===== config.mk =====
export PLATFORM = sky130hd
export DESIGN_NAME = router_reg
export DESIGN_NICKNAME = d
export VERILOG_FILES = /design/src/rtl/router_pkg.sv /design/src/rtl/router_parity_chk.sv /design/src/rtl/router_reg.sv
export SDC_FILE = /design/constraint.sdc
export NUM_CORES = 1
export LEC_CHECK = 0
export ABC_AREA = 1
export CORE_MARGIN = 2
export CORE_UTILIZATION = 49
export DETAILED_ROUTE_END_ITERATION = 10
export GPL_TIMING_DRIVEN = 1
export MAX_ROUTING_LAYER = met4
export PLACE_DENSITY = 0.77
export SETUP_SLACK_MARGIN = 0.05
export SYNTH_ARGS = -nofsm -noshare
export SYNTH_HDL_FRONTEND = slang
export SYNTH_HIERARCHICAL = 1
export SYNTH_SLANG_ARGS = --single-unit

===== constraint.sdc =====
create_clock -name clk -period 0.8 [get_ports clk]
set_input_delay 0.08 -clock clk [delete_from_list [all_inputs] [get_ports clk]]
set_output_delay 0.08 -clock clk [all_outputs]
set_load 0.03 [all_outputs]

===== src/rtl/router_pkg.sv =====
// router_pkg: constants, types and FSM state encodings shared by the router FSM and datapath.
`default_nettype none

package router_pkg;

  localparam int DATA_W = 8;
  localparam logic [1:0] ADDR_INVALID = 2'b11;

  typedef logic [DATA_W-1:0] byte_t;

  // Router FSM state encodings, shared with fsm_router
  localparam logic [2:0] DECODE_ADDRESS     = 3'b000;
  localparam logic [2:0] LOAD_FIRST_DATA    = 3'b001;
  localparam logic [2:0] LOAD_DATA          = 3'b010;
  localparam logic [2:0] LOAD_PARITY        = 3'b011;
  localparam logic [2:0] CHECK_PARITY_ERROR = 3'b100;
  localparam logic [2:0] FIFO_FULL_STATE    = 3'b101;
  localparam logic [2:0] WAIT_TILL_EMPTY    = 3'b110;
  localparam logic [2:0] LOAD_AFTER_FULL    = 3'b111;

  function automatic logic addr_valid(input logic [1:0] addr);
    return addr != ADDR_INVALID;
  endfunction

endpackage

`default_nettype wire


===== src/rtl/router_parity_chk.sv =====
// router_parity_chk: running packet parity, received parity byte and mismatch flag.
`default_nettype none

module router_parity_chk
  import router_pkg::*;
(
  input  logic  clk,
  input  logic  rst,
  input  logic  detect_addr,
  input  logic  lfd_state,
  input  logic  ld_state,
  input  logic  full_state,
  input  logic  pkt_valid,
  input  logic  parity_done,
  input  byte_t hdr_byte,
  input  byte_t data_in,
  output logic  err
);

  byte_t int_parity;
  byte_t pkt_parity;

  // A byte parked on a full FIFO is counted here in LOAD_DATA, so the
  // later LOAD_AFTER_FULL replay must not add it again.
  always_ff @(posedge clk or negedge rst) begin
    if (!rst) begin
      int_parity <= '0;
    end else if (detect_addr) begin
      int_parity <= '0;
    end else if (lfd_state) begin
      int_parity <= int_parity ^ hdr_byte;
    end else if (ld_state && pkt_valid && !full_state) begin
      int_parity <= int_parity ^ data_in;
    end
  end

  always_ff @(posedge clk or negedge rst) begin
    if (!rst) begin
      pkt_parity <= '0;
    end else if (detect_addr) begin
      pkt_parity <= '0;
    end else if (!lfd_state && ld_state && !pkt_valid) begin
      pkt_parity <= data_in;
    end
  end

  always_ff @(posedge clk or negedge rst) begin
    if (!rst) begin
      err <= 1'b0;
    end else if (detect_addr) begin
      err <= 1'b0;
    end else if (parity_done) begin
      err <= (int_parity != pkt_parity);
    end
  end

endmodule

`default_nettype wire


===== src/rtl/router_reg.sv =====
// router_reg: header latch, FIFO write-bus steering with one-byte full parking, FSM handshake flags.
`default_nettype none

module router_reg
  import router_pkg::*;
(
  input  logic  clk,
  input  logic  rst,
  input  logic  pkt_valid,
  input  byte_t data_in,
  input  logic  fifo_full,
  input  logic  detect_addr,
  input  logic  lfd_state,
  input  logic  ld_state,
  input  logic  laf_state,
  input  logic  full_state,
  input  logic  rst_int_reg,
  output byte_t dout,
  output logic  parity_done,
  output logic  low_pkt_valid,
  output logic  err
);

  byte_t hdr_byte;
  byte_t full_byte;

  logic ld_act;
  logic laf_act;

  // lfd outranks ld, which outranks laf
  assign ld_act  = ld_state && !lfd_state;
  assign laf_act = laf_state && !lfd_state && !ld_state;

  always_ff @(posedge clk or negedge rst) begin
    if (!rst) begin
      hdr_byte <= '0;
    end else if (detect_addr && pkt_valid && addr_valid(data_in[1:0])) begin
      hdr_byte <= data_in;
    end
  end

  always_ff @(posedge clk or negedge rst) begin
    if (!rst) begin
      dout      <= '0;
      full_byte <= '0;
    end else if (lfd_state) begin
      dout <= hdr_byte;
    end else if (ld_act && !fifo_full) begin
      dout <= data_in;
    end else if (ld_act && fifo_full) begin
      full_byte <= data_in;
    end else if (laf_act) begin
      dout <= full_byte;
    end
  end

  always_ff @(posedge clk or negedge rst) begin
    if (!rst) begin
      low_pkt_valid <= 1'b0;
    end else if (rst_int_reg) begin
      low_pkt_valid <= 1'b0;
    end else if (ld_state && !pkt_valid) begin
      low_pkt_valid <= 1'b1;
    end
  end

  // Parity byte either goes straight out in LOAD_DATA or is replayed from
  // full_byte in LOAD_AFTER_FULL once the FIFO drains.
  always_ff @(posedge clk or negedge rst) begin
    if (!rst) begin
      parity_done <= 1'b0;
    end else if (detect_addr) begin
      parity_done <= 1'b0;
    end else if ((ld_act && !fifo_full && !pkt_valid) ||
                 (laf_act && low_pkt_valid && !parity_done)) begin
      parity_done <= 1'b1;
    end
  end

  router_parity_chk u_parity_chk (
    .clk         (clk),
    .rst         (rst),
    .detect_addr (detect_addr),
    .lfd_state   (lfd_state),
    .ld_state    (ld_state),
    .full_state  (full_state),
    .pkt_valid   (pkt_valid),
    .parity_done (parity_done),
    .hdr_byte    (hdr_byte),
    .data_in     (data_in),
    .err         (err)
  );

endmodule

`default_nettype wire


==> results of run 1 <==
## power breakdown
| group | internal, mW | switching [mW] | leakage [nW] |
|---|---|---|---|
| combinational | 0.789 | 0.895 | 1.09 |
| sequential | 2.43 | 0.195 | 0.548 |
| clock | 1.25 | 0.763 | 0.0654 |
| total | 4.47 | 1.85 | 1.70 |
## registers in the layout (all words and copies together), names as in the netlist
name                     count
hdr_byte                     8
dout                         8
low_pkt_valid                1
u_parity_chk/int_parity      8
full_byte                    8
parity_done                  1
u_parity_chk/pkt_parity      8
u_parity_chk/err             1
## routing by layer
metal  global-route usage  vias up  wire length [um]
met4              0.05660        0                56
li1                     -     1089                 -
met5                    -        -                 0
met1               0.3200     1064              2447
met3              0.04701        8               420
met2               0.4029       92              3189
## through the flow
| stage | utilization | setup TNS [ns] | cell area (um^2) |
|---|---|---|---|
| after floorplan | - | -0.5327 | 2257 |
| after global routing | 0.7624 | -3.358 | 3319 |
| final | 0.7624 | -2.395 | 3319 |
| after CTS | 0.7313 | -2.186 | 3184 |
| after global placement | 0.6483 | -23.09 | 2823 |
| after detailed placement | 0.6483 | -23.83 | 2823 |
## cell usage in the layout, fill, tap and decap left out, drive strengths merged, types with 2 or more instances in the layout
cell	netlist	final
nand2	94	95
buf	9	66
dfrtp	43	43
nor2	39	39
inv	34	34
o21ai	29	29
nand3	13	13
a31oi	8	8
o22ai	8	8
clkbuf	1	8
a21oi	8	8
dlygate4sd2	0	7
bufinv	0	2
clkdlybuf4s15	0	2
clkdlybuf4s50	0	2
dlymetal6s2s	0	2
## logic make-up after synthesis
group,count (synthesis),share of synthesized area
and+or+nand+nor,147,0.2754
xor gates and xnor gates,1,0.003976
DFF,43,0.4884
AOI/OAI and AO/OA,54,0.1346
buffers and inverters,44,0.09766
## timing repair
action                                 CTS  global route
buffers inserted                         7             5
resized for setup                       55            34
endpoints found under the hold margin   43             0
hold buffers                             1             0
pin swaps                               56            18
gates cloned                             2             1
setup endpoints to repair               54            47
## area by class of cell
cell class              instances  area share
multi-input cells             203      0.3287
flip-flops and latches         43      0.3249
repair buffers                 82      0.2469
inverters                      34     0.03995
clock buffers                   6     0.02186
well taps                      52     0.01960
clock inverters                 2     0.01809
## final timing paths
path | startpoint | to | slack [ns] | cells after the start
worst max register to register | u_parity_chk/int_parity[6]$_DFFE_PN0P_ | u_parity_chk/err$_DFFE_PN0P_ | -0.30 | 7
worst min-delay path | detect_addr | parity_done$_DFFE_PN0P_ | 0.03 | 2
min in group asynchronous | rst | dout[5]$_DFFE_PN0P_ | 0.28 | 3
worst min register to register | full_byte[0]$_DFFE_PN0P_ | full_byte[0]$_DFFE_PN0P_ | 0.51 | 2
max in group asynchronous | rst | parity_done$_DFFE_PN0P_ | 0.28 | 3
worst max-delay path | u_parity_chk/int_parity[6]$_DFFE_PN0P_ | u_parity_chk/err$_DFFE_PN0P_ | -0.30 | 7
## cells in the mapped netlist
master and count:
nand2_1 93, dfrtp_1 43, nor2_1 37, inv_1 31, o21ai_0 26, nand3_1 11
a21oi_1 8, a31oi_1 8, o22ai_1 8, buf_6 5, buf_2 3, inv_4 2
nand3_2 2, nor2_2 2, o21ai_1 2, buf_4 1, clkbuf_1 1, inv_2 1
nand2_4 1, nand3b_4 1, o21ai_2 1, o21bai_1 1, xnor2_1 1
==> flow_summary.toml, run 1 <==
[status]
status = "finished with violations"
violations = "setup timing"

[setup_path]
cp_num_buf_inv = 1
crit_path_end_kind = "flip-flop"
cp_max_fo = 2
critical-path-top-delay-family = "simple AND/OR/NAND/NOR gates"
critPathLaunchType = "flip-flop"
slowest_delay_ns = 0.37
crit_chain = "inv_1 > nand2_1 > nand2_1 > nor2_1 > nand3_1 > nor2_1 > nor2_1"
cp_slowest_cell = "dfrtp_1"
cp.arrival_ns = 1.28
worstPathRequired_ns = 0.99
critPathMostFrequentCell = "nor2_1"
crit_type = "reg -> reg"

[grt]
grt_pass1_vias = 2162
grt_first_pass_wirelength_um = 9549
grt_remaining_overflow = 0
antenna_found_initial = 0
grt_max_degree = 44
track_usage = 0.2461

[final_layout]
multi_input_area_mm2 = 0.001091
nets = 387
fin_cells = 422
fillers = 291
areaGrowthSynthToFinish_pct = 50.65
regArea_mm2 = 0.001079
drive_above_1_share = 0.3297
diodes = 0

[timing]
slew_headroom = 0.8268
holdWs_ns = 0.03131
skew_ns = 0.007942
setup_slack_ns = -0.2953
period_needed_ns = 1.095
rsz0062_at_grt = "yes"
worst_pin_slew_ns = 0.2588
drv_slew = 0
setup_viol = 21
finalHoldViolCount = 0
timing.final.crit_share = 1.369
fmaxAchievable_mhz = 913.0

[yosys]
yosysTopAreaCell = "dfrtp_1"
synth_cell_type_count = 23
netlist_area_mm2 = 0.002203
synth_nets = 307
synth_top_area_frac = 0.4884
ys_seq_area_frac = 0.4884
syn_area_per_cell_um2 = 7.624
synthCells = 289
synth.area.top_cells = "dfrtp_1 49%, nand2_1 16%, nor2_1 6.3%"
ys_warn_count = 6
synth_seq_cells = 43

[clocking]
insertion_delay_ns = 0.30
root_buffer = "clkbuf_8"
cts_max_level = 2
clock_sinks = 43
clk_pin_slew_ns = 0.08
cts_tree = "built"
numCtsBuffers = 5
cts_buffer_depth = 2

[place]
place.port_buffers = 28
place_hpwl_um = 3709
pre_cts_slack_ns = -0.6712
post-place-cells = 401
place.gp.congestion = 0.8191

[route]
drc = 0
wire_per_inst_um = 14.49
drt-initial-drc-count = 189
viasPerCell = 5.339
vias = 2253
totalWireLength_um = 6113
drt-pass1-iter-count = 4
antenna_left = 0

[pwr]
powerDensity_mw_per_mm2 = 1905
p_leak_nw = 1.700
power_mw = 6.323
peakVddDrop_v = 0.001077

[floorplanning]
start_util = 0.5060
core_mm2 = 0.004354
die_h_um = 71.06
ios = 29
die_w_um = 71.06
dieArea_mm2 = 0.005049
rows = 24

[hold_path]
min_path_type = "in -> reg"

[run]
maxCapViolations = 0
Power figures use the tool's default switching activity.
==> run 2, diff against run 1 <==
--- a/config.mk
+++ b/config.mk
@@ -7,11 +7,11 @@
 export LEC_CHECK = 0
 export ABC_AREA = 1
 export CORE_MARGIN = 2
-export CORE_UTILIZATION = 49
+export CORE_UTILIZATION = 54
 export DETAILED_ROUTE_END_ITERATION = 10
 export GPL_TIMING_DRIVEN = 1
 export MAX_ROUTING_LAYER = met4
-export PLACE_DENSITY = 0.77
+export PLACE_DENSITY_LB_ADDON = 0.05
 export SETUP_SLACK_MARGIN = 0.05
 export SYNTH_ARGS = -nofsm -noshare
 export SYNTH_HDL_FRONTEND = slang
==> constraint.sdc (replaced) <==
create_clock -name clk -period 1.1 [get_ports clk]
set_input_delay 0.11 -clock clk [delete_from_list [all_inputs] [get_ports clk]]
set_output_delay 0.11 -clock clk [all_outputs]
set_load 0.03 [all_outputs]
==> run 2 against run 1 <==
The flow now finishes without violations. Via count fell by 4.7%. Power fell by 33%. Core utilization rose by 0.17 points. Count of clock-buffer cells in the layout did not move. Clock skew fell by 0.0024 ns. Sequential cell count did not move. First-iteration DRC count rose by 7.9%. Fmax rose by 2.4%. Sequential share of layout area rose by 3.0 points. Register-to-register slack improved by 0.33 ns. Critical path depth fell by 1.
==> flow_summary.toml, run 2 (synthesis gave the netlist of run 1 again) <==
[status]
status = "complete, no violations"

[final_layout]
fin_area_mm2 = 0.003034
multi_input_area_um2 = 952.2
final_util = 0.7640
mostFrequentLayoutCell = "nand2_1"
drive_above_1_share = 0.2182
fin_cells = 412
fillers = 298
areaGrowthSynthToFinish_pct = 37.71
mostFrequentLayoutCells = "92 x nand2_1, 50 x buf_4, 43 x dfrtp_1, 36 x nor2_1, 31 x inv_1"
nets = 379
regArea_mm2 = 0.001076
diodes = 0

[setup_path]
startpoint = "u_parity_chk/int_parity[2]$_DFFE_PN0P_"
r2r_setup_slack_ns = 0.03
cp.arrival_ns = 1.26
reg2regPathDepth = 6
r2r-start = "u_parity_chk/int_parity[2]$_DFFE_PN0P_"
crit_type = "reg -> reg"
cp_max_fo = 3
worstPathRequired_ns = 1.29
critPathLaunchType = "flip-flop"
r2r-end = "u_parity_chk/err$_DFFE_PN0P_"
crit_path_end_kind = "flip-flop"
crit_path_end = "u_parity_chk/err$_DFFE_PN0P_"

[floorplanning]
start_util = 0.5548
ios = 29
core_mm2 = 0.003971
die_w_um = 67.88
dieArea_mm2 = 0.004607
rows = 23
die_h_um = 67.88

[clocking]
numCtsBuffers = 5
root_buffer = "clkbuf_8"
cts_max_level = 2
cts_tree = "built"
clock_sinks = 43
insertion_delay_ns = 0.30
cts_buffer_depth = 2
clk_pin_slew_ns = 0.08

[route]
vias = 2146
drc = 0
drt-pass1-iter-count = 5
viasPerCell = 5.209
drt-initial-drc-count = 204
totalWireLength_um = 5766
antenna_left = 0
wire_per_inst_um = 14.00

[timing]
tns_ns = 0
period_needed_ns = 1.070
setup_viol = 0
worst_pin_slew_ns = 0.3747
fmaxAchievable_mhz = 934.7
drv_slew = 0
slew_headroom = 0.7502
timing.final.crit_share = 0.9726
rsz0062_at_grt = "yes"
skew_ns = 0.005577
finalHoldViolCount = 0

[hold_path]
min_path_type = "in -> reg"

[place]
post-place-cells = 395
place.port_buffers = 28
place_area_mm2 = 0.002766
place_hpwl_um = 3840
place.gp.congestion = 0.9134

[pwr]
powerDensity_mw_per_mm2 = 1398
p_leak_nw = 1.597
power_mw = 4.243
peakVddDrop_v = 0.0009154

[grt]
grt_remaining_overflow = 0
grt_first_pass_wirelength_um = 9218
grt_pass1_vias = 2043
track_usage = 0.2831
grt_max_degree = 30
antenna_found_initial = 0

[run]
maxCapViolations = 0
[run 2: timing repair]
item                       CTS  global route
pin swaps                    1             4
buffers inserted             2             3
setup endpoints to repair   30            15
hold buffers                 1             0
cloned                       2             1
hold endpoints to repair    43             0
gates resized for setup      4             8
[run 2: worst min path at each step]
stage | from | depth (start not counted) | endpoint
3_3_place_gp | rst | 2 | u_parity_chk/pkt_parity[5]$_DFFE_PN0P_
3_5_place_dp | rst | 2 | u_parity_chk/pkt_parity[5]$_DFFE_PN0P_
4_1_cts | rst | 3 | u_parity_chk/pkt_parity[5]$_DFFE_PN0P_
6_report | detect_addr | 2 | parity_done$_DFFE_PN0P_
5_1_grt | detect_addr | 2 | parity_done$_DFFE_PN0P_
2_1_floorplan | rst | 0 | dout[0]$_DFFE_PN0P_
[run 2: per-layer routing]
layer  routed length, um  GRT usage  share of wire  up-vias
met1                2520     0.3556           0.44     1008
met2                2858     0.4449           0.50       67
li1                    -          -              -     1060
met5                   0          -              0        -
met4                 129     0.1125          0.022        0
met3                 258    0.06579          0.045       11
[run 2: metrics by stage]
stage / worst slack (ns) / hold WS [ns]
5_1_grt: -0.07045 / 0.1119
6_report: 0.03019 / 0.08067
3_5_place_dp: -0.3418 / 0.07236
4_1_cts: 0.05424 / 0.2804
3_3_place_gp: -0.2937 / 0.07405
2_1_floorplan: 0.05973 / -0.1856
[run 2: power by group]
part	total [mW]	switching (mW)	internal (mW)
Combinational	1.05	0.580	0.467
Clock	1.29	0.559	0.735
Sequential	1.90	0.134	1.77
Total	4.24	1.27	2.97
[run 2: cell type report]
class,count,area share
Clock inverter,2,0.01155
Tap cell,50,0.02062
Timing Repair Buffer,74,0.2285
Sequential cell,43,0.3546
Multi-Input combinational cell,203,0.3138
Inverter,34,0.04371
Clock buffer,6,0.02722
[run 2: critical path, stage by stage, from the launching register on]
cell and delay (ns):
dfrtp_1 0.41, nand2_1 0.07, nand2_1 0.05, nor2_1 0.13, nand3_1 0.13, nor2_1 0.12, nor2_1 0.05
